File: src/rtl/pipe_stage_reg.sv
// Inter-stage pipeline register with a valid/ready handshake, stall, flush and bubble insertion.
// SKID=1 adds a second entry so o_ready comes straight from a flop.
module pipe_stage_reg #(
    parameter int              DW          = 128,
    parameter int              SKID        = 1,
    parameter int              ZERO_BUBBLE = 1,
    parameter logic [DW-1:0]   RST_VAL     = '0,
    parameter int              CNTW        = 16
) (
    input  logic            i_clk,
    input  logic            i_rst,
    input  logic            i_valid,
    output logic            o_ready,
    input  logic [DW-1:0]   i_data,
    input  logic            i_stall,
    input  logic            i_flush,
    output logic            o_valid,
    input  logic            i_ready,
    output logic [DW-1:0]   o_data,
    output logic [1:0]      o_occ,
    output logic [CNTW-1:0] o_xfer_cnt,
    output logic [CNTW-1:0] o_kill_cnt
);

    typedef enum logic [1:0] {
        ST_EMPTY = 2'd0,
        ST_BUSY  = 2'd1,
        ST_FULL  = 2'd2
    } state_t;

    logic            w_in_fire;
    logic            w_out_fire;
    logic            w_valid;
    logic            w_ready;
    logic [1:0]      w_occ;
    logic [DW-1:0]   r_main;
    logic [CNTW-1:0] r_xfer_cnt;
    logic [CNTW-1:0] r_kill_cnt;

    function automatic logic [CNTW-1:0] sat_add(input logic [CNTW-1:0] a, input logic [1:0] b);
        logic [CNTW:0] s;
        s = {1'b0, a} + {{(CNTW-1){1'b0}}, b};
        return s[CNTW] ? {CNTW{1'b1}} : s[CNTW-1:0];
    endfunction

    assign w_in_fire  = i_valid & w_ready & ~i_flush;
    assign w_out_fire = w_valid & i_ready & ~i_stall & ~i_flush;

    if (SKID != 0) begin : g_skid
        state_t        r_state;
        state_t        w_state_nxt;
        logic          r_rdy;
        logic          w_ld_main_in;
        logic          w_ld_main_skid;
        logic          w_ld_skid;
        logic [DW-1:0] r_skid;

        always_comb begin
            w_state_nxt    = r_state;
            w_ld_main_in   = 1'b0;
            w_ld_main_skid = 1'b0;
            w_ld_skid      = 1'b0;
            if (i_flush) begin
                w_state_nxt = ST_EMPTY;
            end else begin
                case (r_state)
                    ST_EMPTY: begin
                        if (w_in_fire) begin
                            w_state_nxt  = ST_BUSY;
                            w_ld_main_in = 1'b1;
                        end
                    end
                    ST_BUSY: begin
                        if (w_in_fire && w_out_fire) begin
                            w_ld_main_in = 1'b1;
                        end else if (w_in_fire) begin
                            w_state_nxt = ST_FULL;
                            w_ld_skid   = 1'b1;
                        end else if (w_out_fire) begin
                            w_state_nxt = ST_EMPTY;
                        end
                    end
                    ST_FULL: begin
                        if (w_out_fire) begin
                            w_state_nxt    = ST_BUSY;
                            w_ld_main_skid = 1'b1;
                        end
                    end
                    default: w_state_nxt = ST_EMPTY;
                endcase
            end
        end

        // o_ready is decoded from the next state so it leaves a flop directly
        always_ff @(posedge i_clk or negedge i_rst) begin
            if (!i_rst) begin
                r_state <= ST_EMPTY;
                r_rdy   <= 1'b0;
            end else begin
                r_state <= w_state_nxt;
                r_rdy   <= (w_state_nxt != ST_FULL);
            end
        end

        always_ff @(posedge i_clk or negedge i_rst) begin
            if (!i_rst) begin
                r_main <= RST_VAL;
            end else if (w_ld_main_in) begin
                r_main <= i_data;
            end else if (w_ld_main_skid) begin
                r_main <= r_skid;
            end
        end

        always_ff @(posedge i_clk) begin
            if (w_ld_skid) begin
                r_skid <= i_data;
            end
        end

        assign w_valid = (r_state != ST_EMPTY);
        assign w_ready = r_rdy;
        assign w_occ   = (r_state == ST_FULL) ? 2'd2 :
                         (r_state == ST_BUSY) ? 2'd1 : 2'd0;
    end else begin : g_single
        logic r_vld;
        logic r_alive;

        always_ff @(posedge i_clk or negedge i_rst) begin
            if (!i_rst) begin
                r_vld   <= 1'b0;
                r_alive <= 1'b0;
            end else begin
                r_alive <= 1'b1;
                if (i_flush) begin
                    r_vld <= 1'b0;
                end else if (w_in_fire) begin
                    r_vld <= 1'b1;
                end else if (w_out_fire) begin
                    r_vld <= 1'b0;
                end
            end
        end

        always_ff @(posedge i_clk or negedge i_rst) begin
            if (!i_rst) begin
                r_main <= RST_VAL;
            end else if (w_in_fire) begin
                r_main <= i_data;
            end
        end

        // r_alive keeps o_ready low through reset and the cycle of release
        assign w_valid = r_vld;
        assign w_ready = r_alive & (~r_vld | (i_ready & ~i_stall));
        assign w_occ   = {1'b0, r_vld};
    end

    always_ff @(posedge i_clk or negedge i_rst) begin
        if (!i_rst) begin
            r_xfer_cnt <= '0;
            r_kill_cnt <= '0;
        end else begin
            r_xfer_cnt <= r_xfer_cnt + {{(CNTW-1){1'b0}}, w_out_fire};
            if (i_flush) begin
                r_kill_cnt <= sat_add(r_kill_cnt, w_occ);
            end
        end
    end

    assign o_valid    = w_valid;
    assign o_ready    = w_ready;
    assign o_occ      = w_occ;
    assign o_data     = ((ZERO_BUBBLE != 0) && !w_valid) ? RST_VAL : r_main;
    assign o_xfer_cnt = r_xfer_cnt;
    assign o_kill_cnt = r_kill_cnt;

endmodule

File: config.mk
export PLATFORM = sky130hd
export DESIGN_NAME = pipe_stage_reg
export DESIGN_NICKNAME = d
export VERILOG_FILES = /design/src/rtl/pipe_stage_reg.sv
export SDC_FILE = /design/constraint.sdc
export NUM_CORES = 1
export LEC_CHECK = 0
export ABC_CLOCK_PERIOD_IN_PS = 12300
export BUFFER_PORTS_ARGS = -buffer_cell sky130_fd_sc_hd__buf_2
export CAP_MARGIN = 10
export CORE_ASPECT_RATIO = 1.2
export CORE_MARGIN = 4
export CORE_UTILIZATION = 53
export DETAILED_ROUTE_END_ITERATION = 12
export PLACE_DENSITY = 0.85
export SLEW_MARGIN = 5
export SYNTH_ARGS = -nofsm -noshare
export SYNTH_HDL_FRONTEND = slang
export SYNTH_SLANG_ARGS = --single-unit
File: constraint.sdc
create_clock -name i_clk -period 12.3 [get_ports i_clk]
set_clock_uncertainty 0.1 [all_clocks]
set_input_delay 0.615 -clock i_clk [delete_from_list [all_inputs] [get_ports i_clk]]
set_output_delay 0.615 -clock i_clk [all_outputs]
set_load 0.05 [all_outputs]
==> summary.md, run 1 <==
| Metric | Value |
|---|---|
| I/O pin count | `298` |
| Setup Fix Bufs, Post-CTS | `0` |
| Final Hold Viols | `0` |
| Data required time of the worst path | `12,560 ps` |
| CTS resizes | `0` |
| Port bufs | `297` |
| Share of layout cells above drive strength 1 | `37.0%` |
| Final setup vio count | `0` |
| Worst Setup Path Type | `reg -> reg` |
| Area of the core | `21,900 µm²` |
| Initial core utilization | `54.4%` |
| Synthesis-to-finish area growth | `21.9%` |
| Total GRT Usage | `22.5%` |
| Measured slew at the worst slew-check pin | `1130 ps` |
| Fin crit period | `3920 ps` |
| Netlist Area Pre-Place | `11,900 µm²` |
| CP peak stage delay | `970 ps` |
| First-pass GRT wire length | `46,300 µm` |
| Worst vdd ir | `0.146 mV` |
| P_leak | `6.88 nW` |
| RSZ-0062 raised after global routing | `false` |
| Worst path cell trace | `nand2b_2 -> or3_4 -> and2_4 -> buf_4 -> buf_4 -> a21oi_1` |
| Buf+Inv Stages, Crit Path | `2` |
| CTS root buffer | `clkbuf_16` |
| Fin crit share | `31.9%` |
| Max Cap Violations | `0` |
| Max-slew violations | `0` |
| Async SR Flop Fraction | `56.0%` |
| Critical-path top delay cell | `buf_4` |
| Final WL | `29,100 µm` |
| Crit path capture type | `flop` |
| CTS tree | `done` |
| Number of synthesized flops with an enable pin | `128` |
| Commonest non-fill, non-tap cells in the layout | `buf_2 (296), dfrtp_1 (163), inv_1 (135), nor2_1 (135), edfxtp_1 (128)` |
| Top_reg_cell synth | `dfrtp_1` |
| Die Wd | `145 µm` |
| RD Place Congestion | `0.868` |
| Post-DRT Antenna Nets | `0` |
| Nets | `1,406` |
| DRC | `0` |
| Vias in the first global route | `8,917` |
| Syn nets | `1,127` |
| Initial antenna violation count | `1` |
| Power Dens Cells | `193 nW/µm²` |
| Register area share after synthesis | `66.5%` |
| Worst Path Max Fanout | `64` |
| CTS Buffer Depth | `3` |
| Hold Crit Class | `in -> async` |
| Largest net degree at the start of global routing | `93` |
| Htree depth | `1` |
| CTS sink count | `291` |
| Syn Area/Cell | `12.1 µm²` |
| Wire length per cell | `18.6 µm` |
| Number of DRC markers in iteration 0 | `562` |
| Skew-Pair Late Insertion Delay | `530 ps` |
| Via count | `8,656` |
| Commonest non-fill, non-tap cell in the layout | `buf_2` |
| Max_slew headroom | `24.4%` |
| Cell count after synthesis | `988` |
| Status | `completed` |
| Power Total | `0.00281 W` |
| Die H | `172 µm` |
| Clock slew seen by the registers of the worst setup and hold paths | `60 ps` |
| DR vias/cell | `5.53` |
| Top cell by count, worst path | `buf_4` |
| Synth unique cells | `41` |
| Inserted Clock Buffers | `28` |
| YS warnings | `0` |
| Post-DP HPWL | `18,500 µm` |
| Startpoint types | `flop` |
| Fin util | `66.3%` |
| Critical path's top delay family | `buffers and inverters` |
| F_max | `255 MHz` |
| Register bit total from synthesis | `291` |
| Die footprint | `25,000 µm²` |
| Filler instances | `1,592` |
| Critical path data arrival time | `4180 ps` |
| CTS Hold Bufs | `0` |
| # rows | `59` |
| Detailed Routing Iterations Pass 1 | `6` |
| Global route total overflow | `0` |
| Setup TNS | `0 ps` |
where the power goes:
group | total [W] | internal [W] | switching [W]
clock | 0.000936 | 0.000574 | 0.000361
sequential | 0.00118 | 0.00113 | 0.0000468
combinational | 0.000691 | 0.000168 | 0.000523
worst paths after layout:
path,endpoint,slack [ps],depth (start not counted),from
hold / removal,r_main[57]$_DFFE_PN0P_,80,1,i_rst
hold reg to reg,r_main[126]$_DFFE_PN0P_,380,1,g_skid.r_skid[126]$_DFFE_PP_
min in group i_clk,g_skid.r_skid[123]$_DFFE_PP_,170,1,i_data[123]
setup / recovery,r_main[0]$_DFFE_PN0P_,8380,6,g_skid.r_state[0]$_DFF_PN0_
setup reg to reg,r_main[0]$_DFFE_PN0P_,8380,6,g_skid.r_state[0]$_DFF_PN0_
max in group asynchronous,r_main[30]$_DFFE_PN0P_,10580,2,i_rst
registers in the layout (all words and copies together), names as in the netlist:
name / flops
g_skid.r_state: 2
o_ready: 1
o_xfer_cnt: 16
r_main: 128
o_kill_cnt: 16
g_skid.r_skid: 128
cell type report:
type	instances	area [µm²]	share of cell area, %
diodes	1	2.50	0.0172
clock buffers	31	733	5.05
clock inverters	21	279	1.92
inverters	135	507	3.49
multi-input cells	504	3170	21.8
flip-flops and latches	291	7920	54.5
well taps	274	343	2.36
repair buffers	307	1570	10.8
metrics by stage:
stage | instances | hold slack [ps] | setup WS (ps) | cell area (µm²)
6_report | 1564 | 77.7 | 8380 | 14500
5_1_grt | 1564 | 135 | 8170 | 14500
4_1_cts | 1563 | 114 | 8350 | 14500
3_5_place_dp | 1511 | 365 | 7990 | 13500
3_3_place_gp | 1511 | 358 | 8020 | 13500
2_1_floorplan | 988 | 219 | 1340 | 11900
Yosys cell counts, types with 2 or more instances:
library cell	number	area [µm²]
a21oi_1	11	55.1
a21oi_2	120	1050
a221o_1	2	20.0
a31oi_1	3	18.8
a41oi_1	2	17.5
and2_1	3	18.8
and3_1	5	31.3
buf_2	10	50.1
buf_6	14	158
clkbuf_1	33	124
dfrtp_1	163	4080
edfxtp_1	128	3840
ha_1	4	50.1
inv_1	135	507
mux2i_1	2	20.0
nand2_1	24	90.1
nand2b_1	2	12.5
nand3_1	12	60.1
nand4_1	3	18.8
nor2_1	136	510
nor2b_1	2	12.5
nor3_1	9	45.0
o21ai_0	2	10.0
o22ai_1	126	788
xnor2_1	16	140
xor2_1	6	52.6
cells by family after synthesis:
family | count (synthesis) | share of synthesized area, %
xor+xnor | 22 | 1.62
flops | 291 | 66.5
mux | 3 | 0.262
compound gates | 270 | 16.7
fa+ha+maj | 5 | 0.588
buf+inv | 193 | 7.06
simple gates | 204 | 7.28
routing by layer:
layer  track usage [%]  share of wire [%]  vias up
li1                  -                  -     3972
met1              30.3                 41     4232
met2              37.8                 49      391
met3              3.77                7.3       61
met4              7.69                2.9        0
met5                 0                  0        -
worst register-to-register path, delay by kind of cell (launching register included):
family                 cells  cell delay, ps
buffers and inverters      2            1770
flip-flops                 1             450
AND/OR/NAND/NOR            3            1160
AO/OA/AOI/OAI              1             280
Power figures use the tool's default switching activity.
==> run 2, diff against run 1 <==
Settings changed: ABC_AREA set to 1, ABC_CLOCK_PERIOD_IN_PS 12300 to 3500, CORE_UTILIZATION 53 to 49, PLACE_DENSITY 0.85 to 0.82.
Clock period 12.3 ns to 3.5 ns, I/O delays scaled along.
==> run 2 against run 1 <==
Critical path depth unchanged. Die area up 16%. Worst setup slack got worse by 7700 ps. Synthesized cell count grew 47%. Final cell count rose by 41%. Critical path type is now reg -> out. Core utilization shrank 0.72 points. Clock power rose to 3.4 times the previous value. Largest power group unchanged.
==> summary.md, run 2 <==
| Metric | Value |
|---|---|
| RSZ-0062 raised after global routing | `false (unchanged)` |
| Cell count after synthesis | `1,449 (was 988)` |
| Post-DP HPWL | `21,200 µm (was 18,500 µm)` |
| Clock slew seen by the registers of the worst setup and hold paths | `60 ps (about the same)` |
| Final setup vio count | `0 (unchanged)` |
| Setup TNS | `0 ps (unchanged)` |
| CTS root buffer | `clkbuf_16 (unchanged)` |
| Netlist Area Pre-Place | `12,900 µm² (was 11,900 µm²)` |
| Share of layout cells above drive strength 1 | `19.8% (was 37.0%)` |
| Final Hold Viols | `0 (unchanged)` |
| Crit path capture type | `output pin (was flop)` |
| Gate power share | `18.4% (was 24.6%)` |
| I/O pin count | `298 (unchanged)` |
| Synth unique cells | `29 (was 41)` |
| Measured slew at the worst slew-check pin | `816 ps (was 1130 ps)` |
| First-pass GRT wire length | `57,900 µm (was 46,300 µm)` |
| Async SR Flop Fraction | `56.0% (unchanged)` |
| Power Dens Cells | `524 nW/µm² (was 193 nW/µm²)` |
| Top cell type by total area after synthesis | `dfrtp_1 (unchanged)` |
| Area of the multi-input gates | `3930 µm² (was 3170 µm²)` |
| Syn nets | `1,588 (was 1,127)` |
| Register bit total from synthesis | `291 (unchanged)` |
| Worst Setup Path Type | `reg -> out (was reg -> reg)` |
| Synth top area cells | `dfrtp_1 (32%), edfxtp_1 (30%), nand2_1 (16%) (was dfrtp_1 (34%), edfxtp_1 (32%), a21oi_2 (8.8%))` |
| CTS sink count | `291 (unchanged)` |
| P_leak | `8.39 nW (was 6.88 nW)` |
| Power Total | `0.00882 W (was 0.00281 W)` |
| Global route total overflow | `0 (unchanged)` |
| Data required time of the worst path | `3220 ps (was 12,560 ps)` |
| Die Wd | `156 µm (was 145 µm)` |
| Share of the synthesized area in the top cell type | `31.7% (was 34.2%)` |
| Htree depth | `1 (unchanged)` |
| Biggest registers after layout | `g_skid.r_skid: 128 flops, r_main: 128 flops (unchanged)` |
| Largest net degree at the start of global routing | `130 (was 93)` |
| RD Place Congestion | `0.853 (was 0.868)` |
| Top_reg_cell synth | `dfrtp_1 (unchanged)` |
| Sequential cell area | `7920 µm² (about the same)` |
| Total GRT Usage | `24.6% (was 22.5%)` |
| DRC | `0 (unchanged)` |
| Number of synthesized flops with an enable pin | `128 (unchanged)` |
| Register area share after synthesis | `61.5% (was 66.5%)` |
| Area of the core | `25,700 µm² (was 21,900 µm²)` |
| Initial core utilization | `50.1% (was 54.4%)` |
| Die footprint | `28,900 µm² (was 25,000 µm²)` |
| Sequential share of power | `45.5% (was 42.0%)` |
| Worst hold start | `i_valid` |
| F_max | `360 MHz` |
| Top-count cell post-synth | `nand2_1 (was dfrtp_1)` |
| Final WL | `36,400 µm (was 29,100 µm)` |
| CTS Buffer Depth | `3 (unchanged)` |
| Number of DRC markers in iteration 0 | `910 (was 562)` |
| Internal | `0.00625 W (was 0.00188 W)` |
| Vias in the first global route | `11,700 (was 8,917)` |
| Synthesis-to-finish area growth | `30.9% (was 21.9%)` |
| Skew-Pair Late Insertion Delay | `540 ps (was 530 ps)` |
| Inserted Clock Buffers | `30 (was 28)` |
| Hold Crit Class | `in -> reg (was in -> async)` |
| Fin util | `65.5% (was 66.3%)` |
| Die H | `186 µm (was 172 µm)` |
| Hold slack | `44.4 ps (was 77.7 ps)` |
| Critical path data arrival time | `2500 ps (was 4180 ps)` |
| CTS tree | `done (unchanged)` |
| Commonest non-fill, non-tap cell in the layout | `nand2_1 (was buf_2)` |
| Fin crit share | `79.4%` |
| Status | `completed (unchanged)` |
| YS warnings | `0 (unchanged)` |
| Clock share of power | `36.1% (was 33.3%)` |
| Wire length per cell | `16.5 µm (was 18.6 µm)` |
| Worst Path Max Fanout | `62 (was 64)` |
| Fin crit period | `2780 ps` |
| Syn Area/Cell | `8.89 µm² (was 12.1 µm²)` |
| CP Launch Point | `g_skid.r_state[1]$_DFF_PN0_ (was g_skid.r_state[0]$_DFF_PN0_)` |
| Detailed Routing Iterations Pass 1 | `5 (was 6)` |
| Psw | `0.00258 W (was 0.000931 W)` |
| Commonest non-fill, non-tap cells in the layout | `nand2_1 (563), buf_2 (296), dfrtp_1 (162) (was buf_2 (296), dfrtp_1 (163), inv_1 (135), nor2_1 (135), edfxtp_1 (128))` |
| DR vias/cell | `5.13 (was 5.53)` |
| Max Cap Violations | `0 (unchanged)` |
| Via count | `11,300 (was 8,656)` |
| Sw Share | `29.2% (was 33.2%)` |
| Critical R2R Launch | `g_skid.r_state[1]$_DFF_PN0_ (was g_skid.r_state[0]$_DFF_PN0_)` |
| Port bufs | `297 (unchanged)` |
| Max_slew headroom | `45.6% (was 24.4%)` |
| # rows | `64 (was 59)` |
| Post-DRT Antenna Nets | `0 (unchanged)` |
| Filler instances | `1,871 (was 1,592)` |
| Commonest cells post-synth | `nand2_1 (564), dfrtp_1 (163), inv_1 (157) (was dfrtp_1 (163), nor2_1 (136), inv_1 (135))` |
| Startpoint types | `flop (unchanged)` |
| Worst vdd ir | `0.479 mV (was 0.146 mV)` |
| Initial antenna violation count | `2 (was 1)` |
| Max-slew violations | `0 (unchanged)` |
| Nets | `1,988 (was 1,406)` |
-- run 2: layer usage --
layer,share of wire (%),global-route usage (%),up-vias
met4,6.0,13.9,0
li1,-,-,5300
met2,49,42.3,543
met5,0,0,-
met1,37,29.1,5328
met3,7.1,4.23,151
-- run 2: power by group through the flow --
stage | clock [W] | combinational, W | sequential [W]
final | 0.00319 | 0.00162 | 0.00401
after global routing | 0.00341 | 0.00177 | 0.00404
after floorplan | 0 | 0.000942 | 0.00415
after CTS | 0.00325 | 0.00160 | 0.00401
after detailed placement | 0 | 0.00147 | 0.00407
after global placement | 0 | 0.00143 | 0.00406
-- run 2: cells by family (layout without fill, tap and decap cells) --
logic type	after synthesis	in the layout	synth area share [%]
simple gates	764	764	23.0
fa+ha+maj	5	5	0.544
flops	291	291	61.5
xor+xnor	18	18	1.22
other cells	0	3	0
buf+inv	232	656	8.28
compound gates	139	139	5.46
-- run 2: final cells by class --
cell class	instances	area share (%)
sequential	291	47.0
multi-input combinational	926	23.3
timing repair buffer	440	17.6
clock buffer	44	5.25
inverter	160	3.62
tap	330	2.45
clock inverter	12	0.668
antenna	3	0.0446
-- run 2: repair_timing --
action	4_1_cts	5_1_grt
endpoints found under the hold margin	318	0
hold buffers	131	0
gates resized for setup	0	0
setup buffers	0	0
setup endpoints to repair	0	0
-- run 2: stage by stage --
| step | std cells | setup WS (ps) | area (µm²) |
|---|---|---|---|
| 2_1_floorplan | 1449 | -792 | 12900 |
| 3_3_place_gp | 2016 | 1200 | 14500 |
| 3_5_place_dp | 2016 | 1080 | 14500 |
| 4_1_cts | 2203 | 732 | 16800 |
| 5_1_grt | 2205 | 617 | 16800 |
| 6_report | 2206 | 723 | 16800 |
-- run 2: final timing paths --
path                                                     to  slack [ps]  cells past startpoint
worst max-delay path                              o_data[9]         720                      6
worst min-delay path            g_skid.r_state[0]$_DFF_PN0_          40                      6
worst max register to register    o_kill_cnt[1]$_DFFE_PN0P_        1050                      7
worst min register to register      r_main[126]$_DFFE_PN0P_         400                      2
max in group asynchronous            r_main[41]$_DFFE_PN0P_        2320                      3
min in group asynchronous           r_main[119]$_DFFE_PN0P_          70                      2
-- run 2: critical path, cell delays in order (launching register included) --
cell     delay [ps]
dfrtp_1         450
inv_2           110
nand2_2          90
inv_4           540
buf_4           390
nor2_1          110
buf_2           230
